## src/rtl/addr_map_rule_pkg.sv

```systemverilog
// Shared address-map rule type for the peripheral bus demultiplexers.
// A rule maps the half-open range [start_addr, end_addr) to port idx.
package addr_map_rule_pkg;

   typedef struct packed {
      logic [31:0] idx;
      logic [31:0] start_addr;
      logic [31:0] end_addr;
   } addr_map_rule_t;

endpackage

```

## src/rtl/ext_obi_demux_pkg.sv

```systemverilog
// Constants and types for the external-peripheral OBI address demux.
// Error-log counter width, default error read data, map rule type.
package ext_obi_demux_pkg;

   localparam int unsigned ERR_COUNT_W = 16;
   localparam logic [31:0] ERR_RDATA_DEFAULT = 32'hBADACCE5;

   typedef addr_map_rule_pkg::addr_map_rule_t addr_map_rule_t;

endpackage

```

## src/rtl/ext_obi_demux_fifo.sv

```systemverilog
// Outstanding-transaction FIFO holding demux target indices.
// Ports: clk, rst (async high), push/wdata, pop, full, empty, head.
module ext_obi_demux_fifo #(
   parameter int unsigned Depth = 4,
   parameter int unsigned Width = 3
) (
   input  logic             clk,
   input  logic             rst,
   input  logic             push,
   input  logic [Width-1:0] wdata,
   input  logic             pop,
   output logic             full,
   output logic             empty,
   output logic [Width-1:0] head
);

   localparam int unsigned AW = $clog2(Depth);

   logic [Width-1:0] mem [Depth];
   logic [AW:0]      wptr;
   logic [AW:0]      rptr;

   // Extra pointer bit distinguishes full from empty.
   assign empty = (wptr == rptr);
   assign full  = (wptr[AW] != rptr[AW]) &&
                  (wptr[AW-1:0] == rptr[AW-1:0]);
   assign head  = mem[rptr[AW-1:0]];

   always_ff @(posedge clk or posedge rst) begin
      if (rst) begin
         wptr <= '0;
         rptr <= '0;
      end else begin
         if (push) wptr <= wptr + 1'b1;
         if (pop)  rptr <= rptr + 1'b1;
      end
   end

   // When full, a push only happens together with a pop, so
   // overwriting the head slot is safe: it is consumed this cycle.
   always_ff @(posedge clk) begin
      if (push) mem[wptr[AW-1:0]] <= wdata;
   end

endmodule

```

## src/rtl/ext_obi_addr_demux.sv

```systemverilog
// Runtime-configurable OBI address demux with in-order responses and
// an internal error responder for unmapped accesses.
// Ports: clk_i, rst_i; addr_map_i/map_en_i rule table; m_* master side;
// s_* slave side; err_irq_o/err_addr_o/err_count_o log, err_clear_i.
module ext_obi_addr_demux
   import ext_obi_demux_pkg::*;
#(
   parameter int unsigned          NumPorts  = 4,
   parameter int unsigned          MaxTrans  = 4,
   parameter int unsigned          DataWidth = 32,
   parameter logic [DataWidth-1:0] ErrRdata  = DataWidth'(ERR_RDATA_DEFAULT)
) (
   input  logic                                clk_i,
   input  logic                                rst_i,
   input  addr_map_rule_t [NumPorts-1:0]       addr_map_i,
   input  logic [NumPorts-1:0]                 map_en_i,
   input  logic                                m_req_i,
   output logic                                m_gnt_o,
   input  logic [31:0]                         m_addr_i,
   input  logic                                m_we_i,
   input  logic [DataWidth/8-1:0]              m_be_i,
   input  logic [DataWidth-1:0]                m_wdata_i,
   output logic                                m_rvalid_o,
   output logic [DataWidth-1:0]                m_rdata_o,
   output logic [NumPorts-1:0]                 s_req_o,
   input  logic [NumPorts-1:0]                 s_gnt_i,
   output logic [31:0]                         s_addr_o,
   output logic                                s_we_o,
   output logic [DataWidth/8-1:0]              s_be_o,
   output logic [DataWidth-1:0]                s_wdata_o,
   input  logic [NumPorts-1:0]                 s_rvalid_i,
   input  logic [NumPorts-1:0][DataWidth-1:0]  s_rdata_i,
   output logic                                err_irq_o,
   output logic [31:0]                         err_addr_o,
   output logic [ERR_COUNT_W-1:0]              err_count_o,
   input  logic                                err_clear_i
);

   localparam int unsigned     IdxW   = $clog2(NumPorts + 1);
   localparam logic [IdxW-1:0] ErrIdx = IdxW'(NumPorts);

   logic [IdxW-1:0] tgt;
   logic [IdxW-1:0] last_tgt;
   logic [IdxW-1:0] head;
   logic            full;
   logic            empty;
   logic            push;
   logic            pop;
   logic            issue_ok;
   logic            err_tgt;
   logic            err_grant;
   logic            err_valid;

   // Descending scan so the lowest matching rule is assigned last.
   always_comb begin
      tgt = ErrIdx;
      for (int k = int'(NumPorts) - 1; k >= 0; k--) begin
         if (map_en_i[k] &&
             addr_map_i[k].idx < 32'(NumPorts) &&
             m_addr_i >= addr_map_i[k].start_addr &&
             m_addr_i <  addr_map_i[k].end_addr)
            tgt = IdxW'(addr_map_i[k].idx);
      end
   end

   assign err_tgt = (tgt == ErrIdx);

   // Only one target may be outstanding at a time, which keeps
   // responses in issue order without any reorder buffer.
   assign issue_ok = (!full || pop) && (empty || tgt == last_tgt);

   always_comb begin
      s_req_o = '0;
      for (int k = 0; k < int'(NumPorts); k++) begin
         if (tgt == IdxW'(k))
            s_req_o[k] = m_req_i && issue_ok && !rst_i;
      end
   end

   assign m_gnt_o = !rst_i &&
                    (err_tgt ? (m_req_i && issue_ok)
                             : |(s_req_o & s_gnt_i));

   assign s_addr_o  = m_addr_i;
   assign s_we_o    = m_we_i;
   assign s_be_o    = m_be_i;
   assign s_wdata_o = m_wdata_i;

   assign push      = m_req_i && m_gnt_o;
   assign err_grant = push && err_tgt;

   // Only the head target may answer; anything else is dropped.
   always_comb begin
      m_rvalid_o = 1'b0;
      m_rdata_o  = '0;
      if (!empty && !rst_i) begin
         if (head == ErrIdx) begin
            m_rvalid_o = err_valid;
            if (err_valid) m_rdata_o = ErrRdata;
         end else begin
            for (int k = 0; k < int'(NumPorts); k++) begin
               if (head == IdxW'(k) && s_rvalid_i[k]) begin
                  m_rvalid_o = 1'b1;
                  m_rdata_o  = s_rdata_i[k];
               end
            end
         end
      end
   end

   assign pop = m_rvalid_o;

   ext_obi_demux_fifo #(
      .Depth (MaxTrans),
      .Width (IdxW)
   ) u_fifo (
      .clk   (clk_i),
      .rst   (rst_i),
      .push  (push),
      .wdata (tgt),
      .pop   (pop),
      .full  (full),
      .empty (empty),
      .head  (head)
   );

   always_ff @(posedge clk_i or posedge rst_i) begin
      if (rst_i) begin
         last_tgt    <= '0;
         err_valid   <= 1'b0;
         err_irq_o   <= 1'b0;
         err_addr_o  <= '0;
         err_count_o <= '0;
      end else begin
         if (push) last_tgt <= tgt;
         err_valid <= err_grant;
         // A new error beats a coincident clear.
         if (err_grant) begin
            err_irq_o <= 1'b1;
            if (err_clear_i) begin
               err_count_o <= ERR_COUNT_W'(1);
               err_addr_o  <= m_addr_i;
            end else begin
               if (!err_irq_o) err_addr_o <= m_addr_i;
               if (err_count_o != '1)
                  err_count_o <= err_count_o + ERR_COUNT_W'(1);
            end
         end else if (err_clear_i) begin
            err_irq_o   <= 1'b0;
            err_addr_o  <= '0;
            err_count_o <= '0;
         end
      end
   end

endmodule

```

## config.mk

```make
export PLATFORM = sky130hd
export DESIGN_NAME = ext_obi_addr_demux
export DESIGN_NICKNAME = d
export VERILOG_FILES = /design/src/rtl/addr_map_rule_pkg.sv /design/src/rtl/ext_obi_demux_pkg.sv /design/src/rtl/ext_obi_demux_fifo.sv /design/src/rtl/ext_obi_addr_demux.sv
export SDC_FILE = /design/constraint.sdc
export NUM_CORES = 1
export LEC_CHECK = 0
export ABC_AREA = 1
export BUFFER_PORTS_ARGS = -buffer_cell sky130_fd_sc_hd__buf_2
export CORE_AREA = 5 5 293 295
export DETAILED_ROUTE_END_ITERATION = 12
export DIE_AREA = 0 0 298 300
export GPL_TIMING_DRIVEN = 0
export PLACE_DENSITY = 0.47
export SLEW_MARGIN = 40
export SYNTH_ARGS = -nofsm -noshare
export SYNTH_HDL_FRONTEND = slang
export SYNTH_HIERARCHICAL = 1
export SYNTH_SLANG_ARGS = --single-unit
```

## constraint.sdc

```tcl
create_clock -name clk_i -period 7.41 [get_ports clk_i]
set_clock_uncertainty 0.1 [all_clocks]
set_input_delay 0.3705 -clock clk_i [delete_from_list [all_inputs] [get_ports clk_i]]
set_output_delay 0.3705 -clock clk_i [all_outputs]
set_load 0.01 [all_outputs]
```

Word-level counts from Yosys, hierarchy flattened
Memory sizes are Yosys's and may differ from the RTL's. Cells that the tools add are included.

Register bits after elaboration: 59. Bits in writable memories: 12. Input bits: 597. Output and inout port bits: 156. Logic and storage cells: 108. Memories: 1.

Memories: u_fifo.mem (depth 4, bits a word 3, rd ports 1, clocked after memory_dff 0, wr ports 1, RTL line ext_obi_demux_fifo.sv:19) `logic [Width-1:0] mem [Depth];`.

Add/sub/neg operators: 3. Magnitude comparators: 12. Equality and inequality tests: 14. Muxes and demuxes: 34. Bitwise gates (word level): 1. Reductions and logical operators: 36.

Operators with widths (number): 2-to-1 mux 32 bit (11); greater-or-equal comparator 32 bit (4); < comparator 32 x 3 -> 1 bit, second input constant (4); < comparator 32 bit (4); 2-to-1 mux 16 bit (4); logical AND 1 bit (24); adder 16 x 1 -> 16 bit, second input constant (1); != test 16 bit, second input constant (1); 2-to-1 mux 1 bit (15); == test 3 x 2 -> 1 bit, second input constant (4); 2-to-1 mux 3 bit (4); adder 3 x 1 -> 3 bit, second input constant (2); == test 3 x 1 -> 1 bit, second input constant (2); == test 3 bit (2); == test 3 bit, second input constant (2); logical NOT 3 bit (2); AND 4 bit (1); AND reduction 2 bit (2); nonzero test 2 bit (2); OR reduction 4 bit (1); logical NOT 1 bit (3); == test 2 bit (1); logical OR 1 bit (2); != test 2 x 1 -> 1 bit, second input constant (1); != test 1 bit (1).

Depth between registers and ports, before layout
Depth after elaboration: 22. Mapped depth: 32. Mapped depth without buffers: 32.

Modules after synthesis
Netlist, hierarchy kept.

Modules (own cells, without submodules): ext_obi_addr_demux (times used 1, cells each 1918, area each 12054.1 um^2, sequential area each 1326.3 um^2); ext_obi_demux_fifo (times used 1, cells each 76, area each 834.6 um^2, sequential area each 510.5 um^2).

Worst setup path after synthesis
Ideal clock, no wire load.

Path kind: input to register. From: input port addr_map_i[221] (netlist name). To: memory u_fifo.mem[3][0] (enable). Library setup time: 0.299 ns. Arrival time: 2.837 ns. Required time: 7.011 ns. Setup slack: 4.173 ns. Cell stages on the path: 28. Path buffers: 0. Cells stage by stage: inv_1 -> ha_1 -> nand2_1 -> nand2_1 -> nand3_1 -> nand3_1 -> or2_0 -> nor2_1 -> nand3_1 -> inv_1 -> nand3_1 -> nand2_1 -> nand2_1 -> nand2_1 -> nand3_2 -> nand2_2 -> nand2_2 -> nand2_2 -> nand3_2 -> nand2_2 -> nand2_2 -> nor2_2 -> nand4_1 -> nand3_1 -> nand2_1 -> inv_1 -> nand2_1 -> inv_1.

Longest elaborated chain between the ends: 18. Elaborated cells on any way between the ends: 26. Classes of those cells: order compare: 1; eq/ne: 5; mux: 10; bitwise: 1; reduce/logical: 9.

RTL lines: start: declaration (RTL line ext_obi_addr_demux.sv:15) `input addr_map_rule_t [NumPorts-1:0] addr_map_i,`; < comparator 32 bit (*) (RTL line ext_obi_addr_demux.sv:61) `m_addr_i < addr_map_i[k].end_addr)`; logical AND 1 bit (*) (RTL line ext_obi_addr_demux.sv:60) `m_addr_i >= addr_map_i[k].start_addr &&`; 2-to-1 mux 3 bit (*) (3 in a row) (RTL line ext_obi_addr_demux.sv:58) `if (map_en_i[k] &&`; == test 3 bit (RTL line ext_obi_addr_demux.sv:70) `assign issue_ok = (!full || pop) && (empty || tgt == last_tgt);`; logical OR 1 bit (RTL line ext_obi_addr_demux.sv:70); logical AND 1 bit (RTL line ext_obi_addr_demux.sv:70); logical AND 1 bit (RTL line ext_obi_addr_demux.sv:76, ext_obi_addr_demux.sv:81); logical AND 1 bit (RTL line ext_obi_addr_demux.sv:76) `s_req_o[k] = m_req_i && issue_ok && !rst_i;`; 2-to-1 mux 1 bit (RTL line ext_obi_addr_demux.sv:75) `if (tgt == IdxW'(k))`; AND 4 bit (RTL line ext_obi_addr_demux.sv:82) `: |(s_req_o & s_gnt_i));`; OR reduction 4 bit (RTL line ext_obi_addr_demux.sv:82); 2-to-1 mux 1 bit (*) (RTL line ext_obi_addr_demux.sv:81) `(err_tgt ? (m_req_i && issue_ok)`; logical AND 1 bit (*) (RTL line ext_obi_addr_demux.sv:80) `assign m_gnt_o = !rst_i &&`; logical AND 1 bit (*) (RTL line ext_obi_addr_demux.sv:89) `assign push = m_req_i && m_gnt_o;`; via push (RTL line ext_obi_addr_demux.sv:47) `logic push;`; 2-to-1 mux 1 bit (*) (RTL line ext_obi_demux_fifo.sv:42) `if (push) mem[wptr[AW-1:0]] <= wdata;`; 2-to-1 mux 1 bit (not written as such) (*) (RTL line ext_obi_demux_fifo.sv:42); end: declaration (RTL line ext_obi_demux_fifo.sv:19).

Mark *: on every way through the listed nets, which the timed path passes. The rest lies on a longest branch.

Worst setup path after layout
From: input port m_addr_i[15]. To: output port m_gnt_o.

Longest elaborated chain between the ends: 17. Elaborated cells on any way between the ends: 38. Classes of those cells: order compare: 8; eq/ne: 5; mux: 9; bitwise: 1; reduce/logical: 15.

RTL lines: start: declaration (RTL line ext_obi_addr_demux.sv:19) `input logic [31:0] m_addr_i,`; greater-or-equal comparator 32 bit (RTL line ext_obi_addr_demux.sv:60); logical AND 1 bit (RTL line ext_obi_addr_demux.sv:59) `addr_map_i[k].idx < 32'(NumPorts) &&`; logical AND 1 bit (RTL line ext_obi_addr_demux.sv:60); 2-to-1 mux 3 bit (3 in a row) (RTL line ext_obi_addr_demux.sv:58); 2-to-1 mux 3 bit (*) (RTL line ext_obi_addr_demux.sv:58); via tgt[2] (RTL line ext_obi_addr_demux.sv:42) `logic [IdxW-1:0] tgt;`; == test 3 bit (RTL line ext_obi_addr_demux.sv:70); logical OR 1 bit (RTL line ext_obi_addr_demux.sv:70); logical AND 1 bit (RTL line ext_obi_addr_demux.sv:70); logical AND 1 bit (RTL line ext_obi_addr_demux.sv:76, ext_obi_addr_demux.sv:81); logical AND 1 bit (RTL line ext_obi_addr_demux.sv:76); 2-to-1 mux 1 bit (RTL line ext_obi_addr_demux.sv:75); AND 4 bit (RTL line ext_obi_addr_demux.sv:82); OR reduction 4 bit (RTL line ext_obi_addr_demux.sv:82); 2-to-1 mux 1 bit (*) (RTL line ext_obi_addr_demux.sv:81); logical AND 1 bit (*) (RTL line ext_obi_addr_demux.sv:80); end: declaration (RTL line ext_obi_addr_demux.sv:18) `output logic m_gnt_o,`.

Marks and branches as above.

==> results_dict.tcl <==
set metrics [dict create \
    drive_gt1_share_pct 31.39 \
    clkTransAtPathRegs_ns 0.06 \
    area_growth_pct 41.44 \
    drc 0 \
    yosysUniqueCellTypes 52 \
    setup_viol 0 \
    dieWidth_um 298 \
    dpl.hpwl_um 63610 \
    ys_top_cells_by_area "ha_1 25%, inv_1 13%, dfrtp_1 11%" \
    syn_inst 1994 \
    design_area_um2 18230 \
    drtIter0Drc 700 \
    cp_top_family "simple AND/OR/NAND/NOR gates" \
    synth-seq-cells 71 \
    syn-mean-instance-area_um2 6.464 \
    cts_buffers 9 \
    syn_nets 2849 \
    min_path_type "input port to flip-flop" \
    vias_per_cell 4.023 \
    yosysTopAreaCell "ha_1" \
    postLayoutCoreUtil_pct 21.99 \
    antenna_found_initial 25 \
    ant_nets 0 \
    crit_arrival_ns 4.42 \
    drt_wl_total_um 71360 \
    fin_crit_ns 4.895 \
    synth_warnings 6 \
    ioPinCount 753 \
    slew_headroom_pct 50.83 \
    core_area_um2 82890 \
    postPlaceCellArea_um2 17860 \
    fin_tns_setup_ns 0 \
    die_y_um 300 \
    synth_top_area_share_pct 25.05 \
    num_rows 106 \
    rsz0062_at_grt "false" \
    clk_path_buf_depth 2 \
    yosysSeqAreaShare_pct 14.25 \
    gr-total-overflow 0 \
    outcome "finished clean" \
    grt_pass1_vias 15558 \
    dieArea_um2 89400 \
    cap_violations 0 \
    slew_viol_final 0 \
    avgRoutedWirePerCell_um 18.71 \
    clock_sinks 71 \
    htreeDepth 3 \
    portBuffers 715 \
    async_reset_ff_share_pct 83.10 \
    worst_pin_slew_ns 0.7326 \
    grt_pass1_wl_um 101300 \
    critPathLaunchType "input port" \
    fmax_mhz 204.3 \
    hold_viol 0 \
    worstSetupEndpointType "output port" \
    leakagePower_nw 10.55 \
    crit_type "input port to output port" \
    p_per_area_nw_per_um2 151.5 \
    cts_tree "done" \
    cp.buffers_inverters 6 \
    synth_top_flop_cell "dfrtp_1" \
    crit_path_max_fanout 10 \
    grt_use_total_pct 15.17 \
    vias 15348 \
    start_util_pct 15.55 \
    critPathMaxStageDelay_ns 0.61 \
    post_cts_buffers 0 \
    drt_pass1_iterations 5 \
    final.period_utilization_pct 66.06 \
    grt_max_degree 42 \
    place_congestion 0.9288 \
    cp_slowest_cell "a21boi_1" \
    cp_cell_sequence "buf_2 -> ha_1 -> nand2_1 -> inv_1 -> nand3_1 -> nor3_1 -> a21boi_1 -> o21ai_1 -> nand3_1 -> inv_1 -> nor2_1 -> nand2_1 -> nand2_1 -> inv_1 -> nand3_2 -> nand2_2 -> nand2_2 -> nor2_2 -> nand4_1 -> nand3_1 -> nand2_1 -> inv_1 -> buf_2" \
    synthesis.area_um2 12890 \
    insertion_delay_ns 0.36 \
    nets 3577 \
    max-vdd-ir-drop_mv 0.1000 \
    cts_root_buffer "clkbuf_16" \
    synth-edff-count 12 \
    worstPathRequired_ns 6.94 \
]
==> cell families after synthesis <==
logic type | after synthesis | synth area share, %
DFF | 71 | 14.25
and+or+nand+nor | 785 | 26.94
AOI/OAI and AO/OA | 315 | 14.34
xor gates and xnor gates | 17 | 1.155
adders and majority gates | 258 | 25.05
buffers and inverters | 548 | 18.27
==> cell usage in the layout (no fill, tap or decap), drive strengths merged, types with 13 or more instances in the layout <==
cell,count
o21ai,102
a21oi,130
dfrtp,59
nor4,24
xor2,13
ha,258
nor3,28
a211oi,15
nand4,43
nand2,364
a31oi,15
nor2,178
o22ai,14
inv,445
clkbuf,26
nand3,118
buf,799
==> metal layers <==
| metal | part of all wire, % | track usage (%) | up-vias |
|---|---|---|---|
| met3 | 6.5 | 3.646 | 64 |
| met1 | 42 | 18.28 | 6858 |
| met5 | 0.057 | 0 | - |
| met4 | 1.6 | 2.847 | 6 |
| met2 | 50 | 27.65 | 504 |
| li1 | - | - | 7916 |
==> registers in the layout (all words and copies together), names as in the netlist <==
| signal | flops |
|---|---|
| err_addr_o | 32 |
| err_count_o | 16 |
| err_irq_o | 1 |
| err_valid | 1 |
| last_tgt | 3 |
| u_fifo/mem | 12 |
| u_fifo/rptr | 3 |
| u_fifo/wptr | 3 |
==> stage by stage <==
stage	setup slack (ns)	total power, mW	hold slack (ns)	instances
4_1_cts	2.146	2.819	0.1393	3807
6_report	2.515	2.761	0.1696	3815
2_1_floorplan	4.173	1.492	0.06146	1994
5_1_grt	1.952	3.025	0.2086	3810
3_5_place_dp	2.096	2.267	0.2663	3790
3_3_place_gp	1.900	2.266	0.2596	3789
==> Yosys cell counts, types with 2 or more instances <==
cell,count
inv_1,443
nand2_1,357
ha_1,258
nor2_1,175
a21oi_1,128
nand3_1,112
buf_4,72
o21ai_0,69
dfrtp_1,59
nand4_1,43
o21ai_1,32
nor3_1,28
nor4_1,22
clkbuf_1,16
a211oi_1,15
a31oi_1,15
xor2_1,13
edfxtp_1,12
nand3b_1,10
o22ai_2,10
or2_2,10
o211ai_1,9
o21a_1,9
nand2_2,7
a2111oi_0,5
a221oi_1,5
buf_1,5
nand3_2,5
nor3b_1,5
a22o_1,4
o22ai_1,4
xnor2_1,4
a21o_1,3
buf_2,3
buf_6,3
clkinv_1,3
and3_1,2
inv_2,2
nor2_2,2
nor4_2,2
o21bai_1,2
==> cell type report <==
cell class	count	area, um2
Timing Repair Buffer	717	3616
Inverter	449	1692
Multi-Input combinational cell	1375	8708
Tap cell	1080	1351
Antenna cell	8	20.02
Buffer	99	668.1
Clock buffer	10	229.0
Sequential cell	71	1837
Fill cell	9556	64660
Clock inverter	6	108.9
==> report_power, final <==
part	internal [mW]	switching [mW]	total, mW
clock network	0.329	0.204	0.533
registers	0.476	0.0578	0.534
logic	0.632	1.06	1.69
==> worst register-to-register path, cell delays in order, from the launching register on <==
cell and delay, ns:
dfrtp_1 0.46, buf_6 0.18, o211ai_1 0.17, nand2_1 0.13
nor2_1 0.15, nand3_1 0.35, a41oi_1 0.76, o21a_1 0.30
nand2_2 0.11, nor2_2 0.18, nand4_1 0.10, nand3_1 0.09
nand2_1 0.14, inv_1 0.22, nand2_1 0.12, inv_1 0.14
==> final timing paths <==
kind | from | endpoint | slack (ns) | depth (start not counted)
min in group asynchronous | rst_i | err_count_o[12] | 0.46 | 3
worst max-delay path | m_addr_i[15] | m_gnt_o | 2.51 | 23
worst min-delay path | err_clear_i | err_count_o[0] | 0.17 | 3
max in group asynchronous | rst_i | err_addr_o[31] | 6.22 | 4
worst min register to register | u_fifo/wptr[2] | u_fifo/wptr[2] | 0.39 | 1
worst max register to register | u_fifo/rptr[0] | u_fifo/mem[3][2] | 3.42 | 15
==> repair_timing <==
action,in CTS,in global routing
endpoints found under the hold margin,22,0
gates resized for setup,0,0
hold buffers,1,0
(Power assumes the default switching activity.)
